**config.mk**
```make
export PLATFORM = sky130hd
export DESIGN_NAME = vec_split_flat
export DESIGN_NICKNAME = d
export VERILOG_FILES = /design/src/rtl/vec_pkg.sv /design/src/rtl/vec_split_if.sv /design/src/rtl/vec_split_bit_gearbox.sv /design/src/rtl/vec_split.sv /design/src/flat_wrapper.sv
export SDC_FILE = /design/constraint.sdc
export NUM_CORES = 1
export LEC_CHECK = 0
export CAP_MARGIN = 20
export CORE_MARGIN = 2
export CORE_UTILIZATION = 40
export CTS_BUF_LIST = sky130_fd_sc_hd__clkbuf_4
export CTS_CLUSTER_SIZE = 40
export DETAILED_ROUTE_END_ITERATION = 8
export PLACE_DENSITY = 0.64
export SYNTH_ARGS = -nofsm -noshare
export SYNTH_HDL_FRONTEND = slang
export SYNTH_HIERARCHICAL = 1
export SYNTH_SLANG_ARGS = --single-unit
```
**constraint.sdc**
```tcl
create_clock -name clk -period 9.05 [get_ports clk]
set_clock_uncertainty 0.15 [all_clocks]
set_input_delay 1.81 -clock clk [delete_from_list [all_inputs] [get_ports clk]]
set_output_delay 1.81 -clock clk [all_outputs]
set_load 0.01 [all_outputs]
```
**src/rtl/vec_pkg.sv**
```systemverilog
// Shared sizing helpers for the vector unpacker: ceil-divide, words-per-vector, tail width.
// Pure constants and functions; no logic and no latency.
package vec_pkg;

    localparam int VEC_ID_WIDTH_DEF = 8;

    function automatic int ceil_div(input int a, input int b);
        return (a + b - 1) / b;
    endfunction

    function automatic int calc_w(input int vector_width, input int bus_width);
        return ceil_div(vector_width, bus_width);
    endfunction

    function automatic int calc_tail(input int vector_width, input int bus_width);
        return vector_width - (calc_w(vector_width, bus_width) - 1) * bus_width;
    endfunction

endpackage

```
**src/rtl/vec_split_if.sv**
```systemverilog
// Packed-stream input / word-aligned output bundle for vec_split.
// Input is show-ahead (popped by o_Read); output uses valid/ready.
interface vec_split_if #(
    parameter int BUS_WIDTH    = 128,
    parameter int VEC_ID_WIDTH = 8
);
    logic [BUS_WIDTH-1:0]    i_Vector;
    logic                    i_Valid;
    logic                    i_Last;
    logic                    o_Read;
    logic [BUS_WIDTH-1:0]    o_Vector;
    logic [VEC_ID_WIDTH-1:0] o_VecID;
    logic                    o_Valid;
    logic                    o_Last;
    logic                    i_Ready;

    modport slave (
        input  i_Vector, i_Valid, i_Last, i_Ready,
        output o_Read, o_Vector, o_VecID, o_Valid, o_Last
    );

    modport master (
        output i_Vector, i_Valid, i_Last, i_Ready,
        input  o_Read, o_Vector, o_VecID, o_Valid, o_Last
    );
endinterface

```
**src/rtl/vec_split_bit_gearbox.sv**
```systemverilog
// Residue buffer: appends input words above the fill, emits need bits from the bottom.
// Emit and accept share a cycle; the same-cycle emission is credited when checking space.
module bit_gearbox #(
    parameter  int BW   = 128,
    parameter  int TAIL = 24,
    localparam int CW   = $clog2(2*BW + 1)
) (
    input  logic          clk,
    input  logic          rstn,
    input  logic [BW-1:0] in_dat,
    input  logic          in_vld,
    input  logic          out_free,
    input  logic          is_tail,
    input  logic          last_seen,
    output logic          emit,
    output logic [BW-1:0] emit_dat,
    output logic          rd
);
    localparam logic [BW-1:0] TAIL_MASK = {BW{1'b1}} >> (BW - TAIL);

    logic [2*BW-1:0] rbuf;
    logic [2*BW-1:0] nxt_buf;
    logic [CW-1:0]   cnt;
    logic [CW-1:0]   nxt_cnt;
    logic [CW-1:0]   need;
    logic [CW-1:0]   used;
    logic [CW-1:0]   room_cnt;
    logic            flush;

    assign need     = is_tail ? CW'(TAIL) : CW'(BW);
    assign emit     = out_free && (cnt >= need);
    assign used     = emit ? need : '0;
    assign room_cnt = cnt - used;
    // last_seen doubles as "done": nothing of a following stream enters before o_Last
    assign rd       = rstn && in_vld && !last_seen && (room_cnt <= CW'(BW));
    assign emit_dat = rbuf[BW-1:0] & (is_tail ? TAIL_MASK : {BW{1'b1}});
    assign flush    = emit && is_tail && last_seen;

    // Bits above cnt are always zero, so the new word can simply be OR-ed in
    always_comb begin
        nxt_buf = rbuf >> used;
        nxt_cnt = room_cnt;
        if (rd) begin
            nxt_buf = nxt_buf | ({{BW{1'b0}}, in_dat} << room_cnt);
            nxt_cnt = room_cnt + CW'(BW);
        end
    end

    always_ff @(posedge clk or negedge rstn) begin
        if (!rstn) begin
            rbuf <= '0;
            cnt  <= '0;
        end else if (flush) begin
            rbuf <= '0;
            cnt  <= '0;
        end else begin
            rbuf <= nxt_buf;
            cnt  <= nxt_cnt;
        end
    end

endmodule

```
**src/rtl/vec_split.sv**
```systemverilog
// Unpacks back-to-back VECTOR_WIDTH-bit vectors into word-aligned, zero-padded bus words tagged with a vector ID.
// One registered output stage (data seen the cycle after emission); stalls on !i_Ready, pops input only when space allows.
module vec_split
    import vec_pkg::*;
#(
    parameter int BUS_WIDTH    = 128,
    parameter int VECTOR_WIDTH = 920,
    parameter int VEC_ID_WIDTH = VEC_ID_WIDTH_DEF
) (
    input logic        clk,
    input logic        rstn,
    vec_split_if.slave vif
);
    localparam int W    = calc_w(VECTOR_WIDTH, BUS_WIDTH);
    localparam int TAIL = calc_tail(VECTOR_WIDTH, BUS_WIDTH);
    localparam int JW   = $clog2(W);

    logic [JW-1:0]           j;
    logic [VEC_ID_WIDTH-1:0] vec_id;
    logic                    last_seen;
    logic                    is_tail;
    logic                    out_free;
    logic                    emit;
    logic                    rd;
    logic [BUS_WIDTH-1:0]    emit_dat;

    assign is_tail    = (j == JW'(W - 1));
    assign out_free   = !vif.o_Valid || vif.i_Ready;
    assign vif.o_Read = rd;

    bit_gearbox #(
        .BW   (BUS_WIDTH),
        .TAIL (TAIL)
    ) u_gearbox (
        .clk       (clk),
        .rstn      (rstn),
        .in_dat    (vif.i_Vector),
        .in_vld    (vif.i_Valid),
        .out_free  (out_free),
        .is_tail   (is_tail),
        .last_seen (last_seen),
        .emit      (emit),
        .emit_dat  (emit_dat),
        .rd        (rd)
    );

    always_ff @(posedge clk or negedge rstn) begin
        if (!rstn) begin
            vif.o_Vector <= '0;
            vif.o_VecID  <= '0;
            vif.o_Valid  <= 1'b0;
            vif.o_Last   <= 1'b0;
            j            <= '0;
            vec_id       <= '0;
            last_seen    <= 1'b0;
        end else begin
            if (emit) begin
                vif.o_Vector <= emit_dat;
                vif.o_VecID  <= vec_id;
                vif.o_Valid  <= 1'b1;
                vif.o_Last   <= is_tail && last_seen;
                if (is_tail) begin
                    j      <= '0;
                    vec_id <= last_seen ? '0 : vec_id + 1'b1;
                end else begin
                    j <= j + 1'b1;
                end
                // Final tail: whatever is left in the buffer is stream padding
                if (is_tail && last_seen) begin
                    last_seen <= 1'b0;
                end
            end else if (vif.i_Ready) begin
                vif.o_Valid <= 1'b0;
            end
            if (rd && vif.i_Last) begin
                last_seen <= 1'b1;
            end
        end
    end

endmodule

```
**src/flat_wrapper.sv**
```systemverilog
// flat-port wrapper written by rule: the top's interface ports become plain ports
module vec_split_flat import vec_pkg::*;
#(
    parameter int BUS_WIDTH    = 128,
    parameter int VECTOR_WIDTH = 920,
    parameter int VEC_ID_WIDTH = VEC_ID_WIDTH_DEF
)
  (clk, rstn, vif_i_Vector, vif_i_Valid, vif_i_Last, vif_i_Ready, vif_o_Read, vif_o_Vector, vif_o_VecID, vif_o_Valid, vif_o_Last);
  vec_split_if #(.BUS_WIDTH(BUS_WIDTH), .VEC_ID_WIDTH(VEC_ID_WIDTH)) vif_i ();
  input logic clk;
  input logic rstn;
  input wire logic [$bits(vif_i.i_Vector)-1:0] vif_i_Vector;
  input wire logic [$bits(vif_i.i_Valid)-1:0] vif_i_Valid;
  input wire logic [$bits(vif_i.i_Last)-1:0] vif_i_Last;
  input wire logic [$bits(vif_i.i_Ready)-1:0] vif_i_Ready;
  output wire logic [$bits(vif_i.o_Read)-1:0] vif_o_Read;
  output wire logic [$bits(vif_i.o_Vector)-1:0] vif_o_Vector;
  output wire logic [$bits(vif_i.o_VecID)-1:0] vif_o_VecID;
  output wire logic [$bits(vif_i.o_Valid)-1:0] vif_o_Valid;
  output wire logic [$bits(vif_i.o_Last)-1:0] vif_o_Last;
  assign vif_i.i_Vector = vif_i_Vector;
  assign vif_i.i_Valid = vif_i_Valid;
  assign vif_i.i_Last = vif_i_Last;
  assign vif_i.i_Ready = vif_i_Ready;
  assign vif_o_Read = vif_i.o_Read;
  assign vif_o_Vector = vif_i.o_Vector;
  assign vif_o_VecID = vif_i.o_VecID;
  assign vif_o_Valid = vif_i.o_Valid;
  assign vif_o_Last = vif_i.o_Last;
  vec_split #(.BUS_WIDTH(BUS_WIDTH), .VECTOR_WIDTH(VECTOR_WIDTH), .VEC_ID_WIDTH(VEC_ID_WIDTH)) u_core (.clk(clk), .rstn(rstn), .vif(vif_i));
endmodule
```
Word-level counts from Yosys, hierarchy flattened
Index checks and enable logic that the tools add are counted.

storage, ports and cells
  register bits after elaboration = 415
  bits of input ports = 133
  output and inout port bits = 139
  word-level logic and storage cells = 50

cells by class
  add/subtract/negate cells = 4
  order comparisons = 2
  equality and inequality tests = 1
  shifts and indexed selects = 2
  mux-type cells = 14
  bitwise operators = 2
  reduce and logical (&&, ||, !) cells = 16

operators by type and width
  operator                                              count
  2-to-1 mux 256 bit                                    2
  bitwise OR 256 bit                                    1
  << shifter 128 x 9 -> 256 bit                         1
  right shift 256 x 9 -> 256 bit                        1
  AND 128 bit                                           1
  2-to-1 mux 128 bit                                    1
  2-to-1 mux 9 bit                                      3
  2-to-1 mux 8 bit                                      2
  adder 9 x 8 -> 9 bit (second input constant)          1
  greater-or-equal comparator 9 bit                     1
  <= comparator 9 x 8 -> 1 bit (second input constant)  1
  subtractor 9 bit                                      1
  adder 8 x 1 -> 8 bit (second input constant)          1
  logical AND 1 bit                                     8
  nonzero test 2 bit                                    3
  2-to-1 mux 1 bit                                      5
  AND reduction 2 bit                                   2
  adder 3 x 1 -> 3 bit (second input constant)          1
  == test 3 bit (second input constant)                 1
  2-to-1 mux 3 bit                                      1
  logical NOT 1 bit                                     2
  logical OR 1 bit                                      1

Depth between registers and ports, before layout
  depth after elaboration = 11
  gate-level depth with buffers = 31
  gate-level depth less buffers = 21

By module
The synthesis kept the hierarchy.

by module, submodules not included
  module       instances  cells each  area each (sq um)  seq. area each (sq um)
  bit_gearbox  1          2673        21775.9            6556.3
  vec_split    1          351         5725.5             3753.6

Worst setup path after synthesis
Ideal clock, no wire load.

  path kind = reg-to-output
  from = register u_core.j[0]
  to = output port vif_o_Read
  arrival time = 5700 ps
  required time = 7090 ps
  setup slack = 1390 ps
  cell stages (with the launch flop) = 27
  buffers on the path = 7
  path through = dfrtp_1 > ha_1 > ha_1 > inv_2 > clkbuf_1 > clkbuf_1 > ha_1 > a2111o_1 > a211o_1 > nand2_1 > inv_2 > clkbuf_1 > clkbuf_1 > nand2_1 > inv_1 > ha_1 > inv_1 > fa_1 > buf_2 > nor3_2 > xnor2_2 > clkbuf_1 > buf_1 > ha_1 > and2_1 > a41oi_2 > nor2_1

on the way
  cells in the longest elaborated chain, start to end = 8

RTL lines
  element                            line                         RTL
  start, declared                    vec_split.sv:18              logic [JW-1:0] j;
  start signal, assigned             vec_split.sv:66              j <= j + 1'b1;
  == test 3 bit                      vec_split.sv:27              assign is_tail = (j == JW'(W - 1));
  via u_core.is_tail                 vec_split.sv:21              logic is_tail;
  2-to-1 mux 8 bit                   vec_split_bit_gearbox.sv:30  assign need = is_tail ? CW'(TAIL) : CW'(BW);
  greater-or-equal comparator 9 bit  vec_split_bit_gearbox.sv:31  assign emit = out_free && (cnt >= need);
  logical AND 1 bit                  vec_split_bit_gearbox.sv:31
  via u_core.emit                    vec_split.sv:23              logic emit;
  2-to-1 mux 9 bit                   vec_split_bit_gearbox.sv:32  assign used = emit ? need : '0;
  subtractor 9 bit                   vec_split_bit_gearbox.sv:33  assign room_cnt = cnt - used;
  <= comparator 9 x 8 -> 1 bit       vec_split_bit_gearbox.sv:35  assign rd = rstn && in_vld && !last_seen && (room_cnt <= CW'(BW));
  logical AND 1 bit                  vec_split_bit_gearbox.sv:35
  end, declared                      flat_wrapper.sv:16           output wire logic [$bits(vif_i.o_Read)-1:0] vif_o_Read;

The timed path passes the listed nets, and every way through them passes these cells.

Worst setup path in the final report
Same ends and word-level chain as after synthesis.

==> impl_metrics.csv <==
group,metric,value,unit
hold_path,hold_path_class,"flip-flop to flip-flop",
logic_synthesis,yosys.area.top_type,"dfrtp_1",
placed_design,place.gp.congestion,1.03,
logic_synthesis,syn_nets,3169,
cts,insertion_delay,0.92,ns
cells_and_area,drive_gt1_frac,0.165,
cts,post-cts-setup-buffer-count,0,
grt,grt_max_degree,194,
worst_setup_path,crit_type,"flip-flop to primary output",
grt,grt_pass1_vias,26545,
logic_synthesis,syn-instance-count,3024,
placed_design,pre_cts_slack,0.847,ns
grt,grt_pass1_wl,189,mm
route,viasPerCell,6.85,
logic_synthesis,synth_cell_types,74,
cts,cts_resized,0,
logic_synthesis,synth-seq-cells,412,
sta,maxClockFrequency,121,MHz
logic_synthesis,ys_top_cells_by_area,"dfrtp_1 (37%), mux2_2 (8.1%), mux2i_1 (8.0%), o21ai_0 (3.9%), a221oi_1 (3.8%)",
die,initial_core_util,0.402,
placed_design,portBuffers,271,
cts,cts_buffers,117,
cts,htreeDepth,3,
worst_setup_path,crit_arrival,6.32,ns
worst_setup_path,reg2reg_to,"u_core/u_gearbox/rbuf[241]",
cts,cts_max_path_buffers,3,
route,drc,0,
route,dr.pass1.iters,7,
hold_path,min_from,"u_core/j[0]",
die,row_count,96,
worst_setup_path,reg2reg_depth,23,
flow_run,max_cap_viol_count,0,
logic_synthesis,synth-async-reset-ratio,1.00,
cells_and_area,nNetsFinal,3294,
route,wire_per_inst,31.6,µm
sta,timing.hold.ws,0.348,ns
hold_path,hold_path_depth,1,
worst_setup_path,cp-start-kind,"flip-flop",
grt,grt_use_total,0.362,
die,dieArea,70900,µm²
logic_synthesis,synthFlopType,"dfrtp_1",
logic_synthesis,synth_top_area_frac,0.375,
worst_setup_path,crit_path_end_kind,"primary output",
cells_and_area,area_growth_syn_to_layout,16.7,%
sta,max_slew_margin,0.188,
cts,cts_num_sinks,412,
route,ant_nets,0,
logic_synthesis,yosysSeqAreaShare,0.375,
sta,final_max_slew_viol_count,0,
die,fp.coreArea,68300,µm²
cts,clock-root-buffer,"clkbuf_4",
sta,finalHoldViolations,0,
logic_synthesis,ys_warn_count,6,
sta,finalSetupTns,0,ns
cts,cts_tree,"built",
die,ioPinCount,272,
outcome,status,"completed",
cells_and_area,fin_cells,4132,
sta,tightestPinTransition,1.18,ns
route,totalWireLength,130,mm
worst_setup_path,r2r_start,"u_core/j[0]",
cts,clkTransAtPathRegs,0.06,ns
worst_setup_path,cp.required,7.09,ns
logic_synthesis,synth_edf_count,0,
logic_synthesis,synth_area,27500,µm²
cts,postCtsHoldBufs,0,
worst_setup_path,cp_max_fo,50,
sta,rsz0062_at_grt,"no",
die,chipWidth,266,µm
worst_setup_path,r2r_slack,2.14,ns
sta,post-route-period-util,0.915,
placed_design,dp_hpwl,88.8,mm
route,drt_iter0_drc,4942,
route,vias,28285,
sta,setup_ws,0.773,ns
logic_synthesis,avgSynthCellArea,9.09,µm²
worst_setup_path,crit_start,"u_core/j[0]",
grt,antenna_found_initial,21,
sta,setup_viol,0,
sta,finalCriticalPeriod,8.28,ns
placed_design,dpl.cell_count,3910,
grt,grt_overflow,0,
hold_path,hold_end,"u_core/j[0]",
die,die_y,266,µm
==> routing by layer <==
metal | up-vias | wire, µm | GRT usage
met5 | - | 107 | 0.00277
met4 | 16 | 11200 | 0.256
met3 | 567 | 18000 | 0.129
met2 | 2327 | 52900 | 0.505
met1 | 13679 | 48200 | 0.462
li1 | 11696 | - | -
==> cell families (layout without fill, tap and decap cells) <==
group,Yosys count,count (layout),synth area share
XOR/XNOR,5,5,0.00187
AO/OA/AOI/OAI,1017,1017,0.240
other,0,15,0
AND/OR/NAND/NOR,757,757,0.131
buffers and inverters,374,585,0.0618
multiplexers,447,447,0.184
flip-flops,412,412,0.375
adder cells (fa/ha/maj),12,12,0.00573
==> worst max-delay path by stage <==
stage                       endpoint  slack (ns)  depth (start not counted)
after floorplan           vif_o_Read        1.39                         26
after global placement    vif_o_Read        0.79                         17
after detailed placement  vif_o_Read        0.85                         17
after CTS                 vif_o_Read        0.55                         21
after global routing      vif_o_Read        0.35                         21
final                     vif_o_Read        0.77                         21
==> worst max-delay path, stage by stage (launching register included) <==
cell and delay, ns:
dfrtp_1 0.39, ha_1 0.23, ha_4 0.18, ha_1 0.28, nand2b_1 0.15, a2111o_1 0.40, a211o_2 0.37, nand2_4 0.12
inv_8 0.03, buf_4 0.30, nand2_1 0.17, ha_1 0.24, buf_4 0.22, o21ai_0 0.18, a31o_2 0.12, nand2_1 0.18
inv_1 0.14, ha_1 0.14, and2_1 0.13, a41oi_2 0.23, nor2_1 0.55, clkdlybuf4s50_1 0.66
==> state kept, by name, indices dropped and copies added (netlist names), 3 cells and up <==
signal and flops:
u_core/j 3, u_core/u_gearbox/cnt 6, u_core/u_gearbox/rbuf 256, u_core/vec_id 8
u_core/vif.o_VecID 8, u_core/vif.o_Vector 128
==> synth_stat cells (8+ instances only) <==
cell type / n
a211oi_1: 10
a21boi_0: 56
a21o_1: 23
a21oi_1: 185
a221oi_1: 119
a22oi_1: 39
a311oi_1: 8
a31o_2: 10
a31oi_1: 118
a32o_1: 16
buf_1: 25
buf_2: 92
buf_4: 44
clkbuf_1: 176
dfrtp_1: 412
ha_1: 11
inv_1: 32
mux2_2: 199
mux2i_1: 220
mux4_2: 28
nand2_1: 171
nand2b_1: 10
nand3_1: 124
nor2_1: 237
nor2b_1: 121
nor3_1: 30
o211ai_1: 11
o21ai_0: 215
o22ai_1: 128
o31ai_1: 22
or3_1: 23
or4_1: 14
==> through the flow <==
stage           util  instance area, µm²
2_1_floorplan      -               27500
3_3_place_gp   0.446               30500
3_5_place_dp   0.446               30500
4_1_cts        0.468               32000
5_1_grt        0.469               32100
6_report       0.470               32100
==> layout make-up <==
cell class,count,area (µm²)
Multi-Input combinational cell,2238,15600
Timing Repair Buffer,345,3350
Antenna cell,15,37.5
Sequential cell,412,10300
Inverter,35,140
Tap cell,882,1100
Fill cell,6620,36300
Clock buffer,177,1330
Clock inverter,28,178
==> cells in the final DEF (no fill, tap or decap), types with 7 or more instances in the layout <==
cell / netlist / layout
a211oi_1: 10 / 9
a21boi_0: 56 / 56
a21o_1: 23 / 23
a21oi_1: 185 / 184
a221oi_1: 119 / 119
a22o_1: 7 / 7
a22oi_1: 39 / 39
a311oi_1: 8 / 8
a31o_2: 10 / 10
a31oi_1: 118 / 118
a32o_1: 16 / 16
a32oi_1: 7 / 7
buf_4: 44 / 68
clkbuf_4: 0 / 177
clkdlybuf4s50_1: 0 / 270
clkinv_1: 1 / 19
dfrtp_1: 412 / 412
diode_2: 0 / 15
ha_1: 11 / 9
inv_1: 32 / 32
mux2_2: 199 / 199
mux2i_1: 220 / 220
mux4_2: 28 / 28
nand2_1: 171 / 168
nand2b_1: 10 / 9
nand3_1: 124 / 124
nor2_1: 237 / 234
nor2b_1: 121 / 121
nor3_1: 30 / 29
o211ai_1: 11 / 11
o21ai_0: 215 / 214
o22ai_1: 128 / 128
o31ai_1: 22 / 22
or3_1: 23 / 23
or4_1: 14 / 13
Power is left out: the tool's default activity adds up to more than one toggle a clock period on the data nets, which glitch-free logic cannot reach.
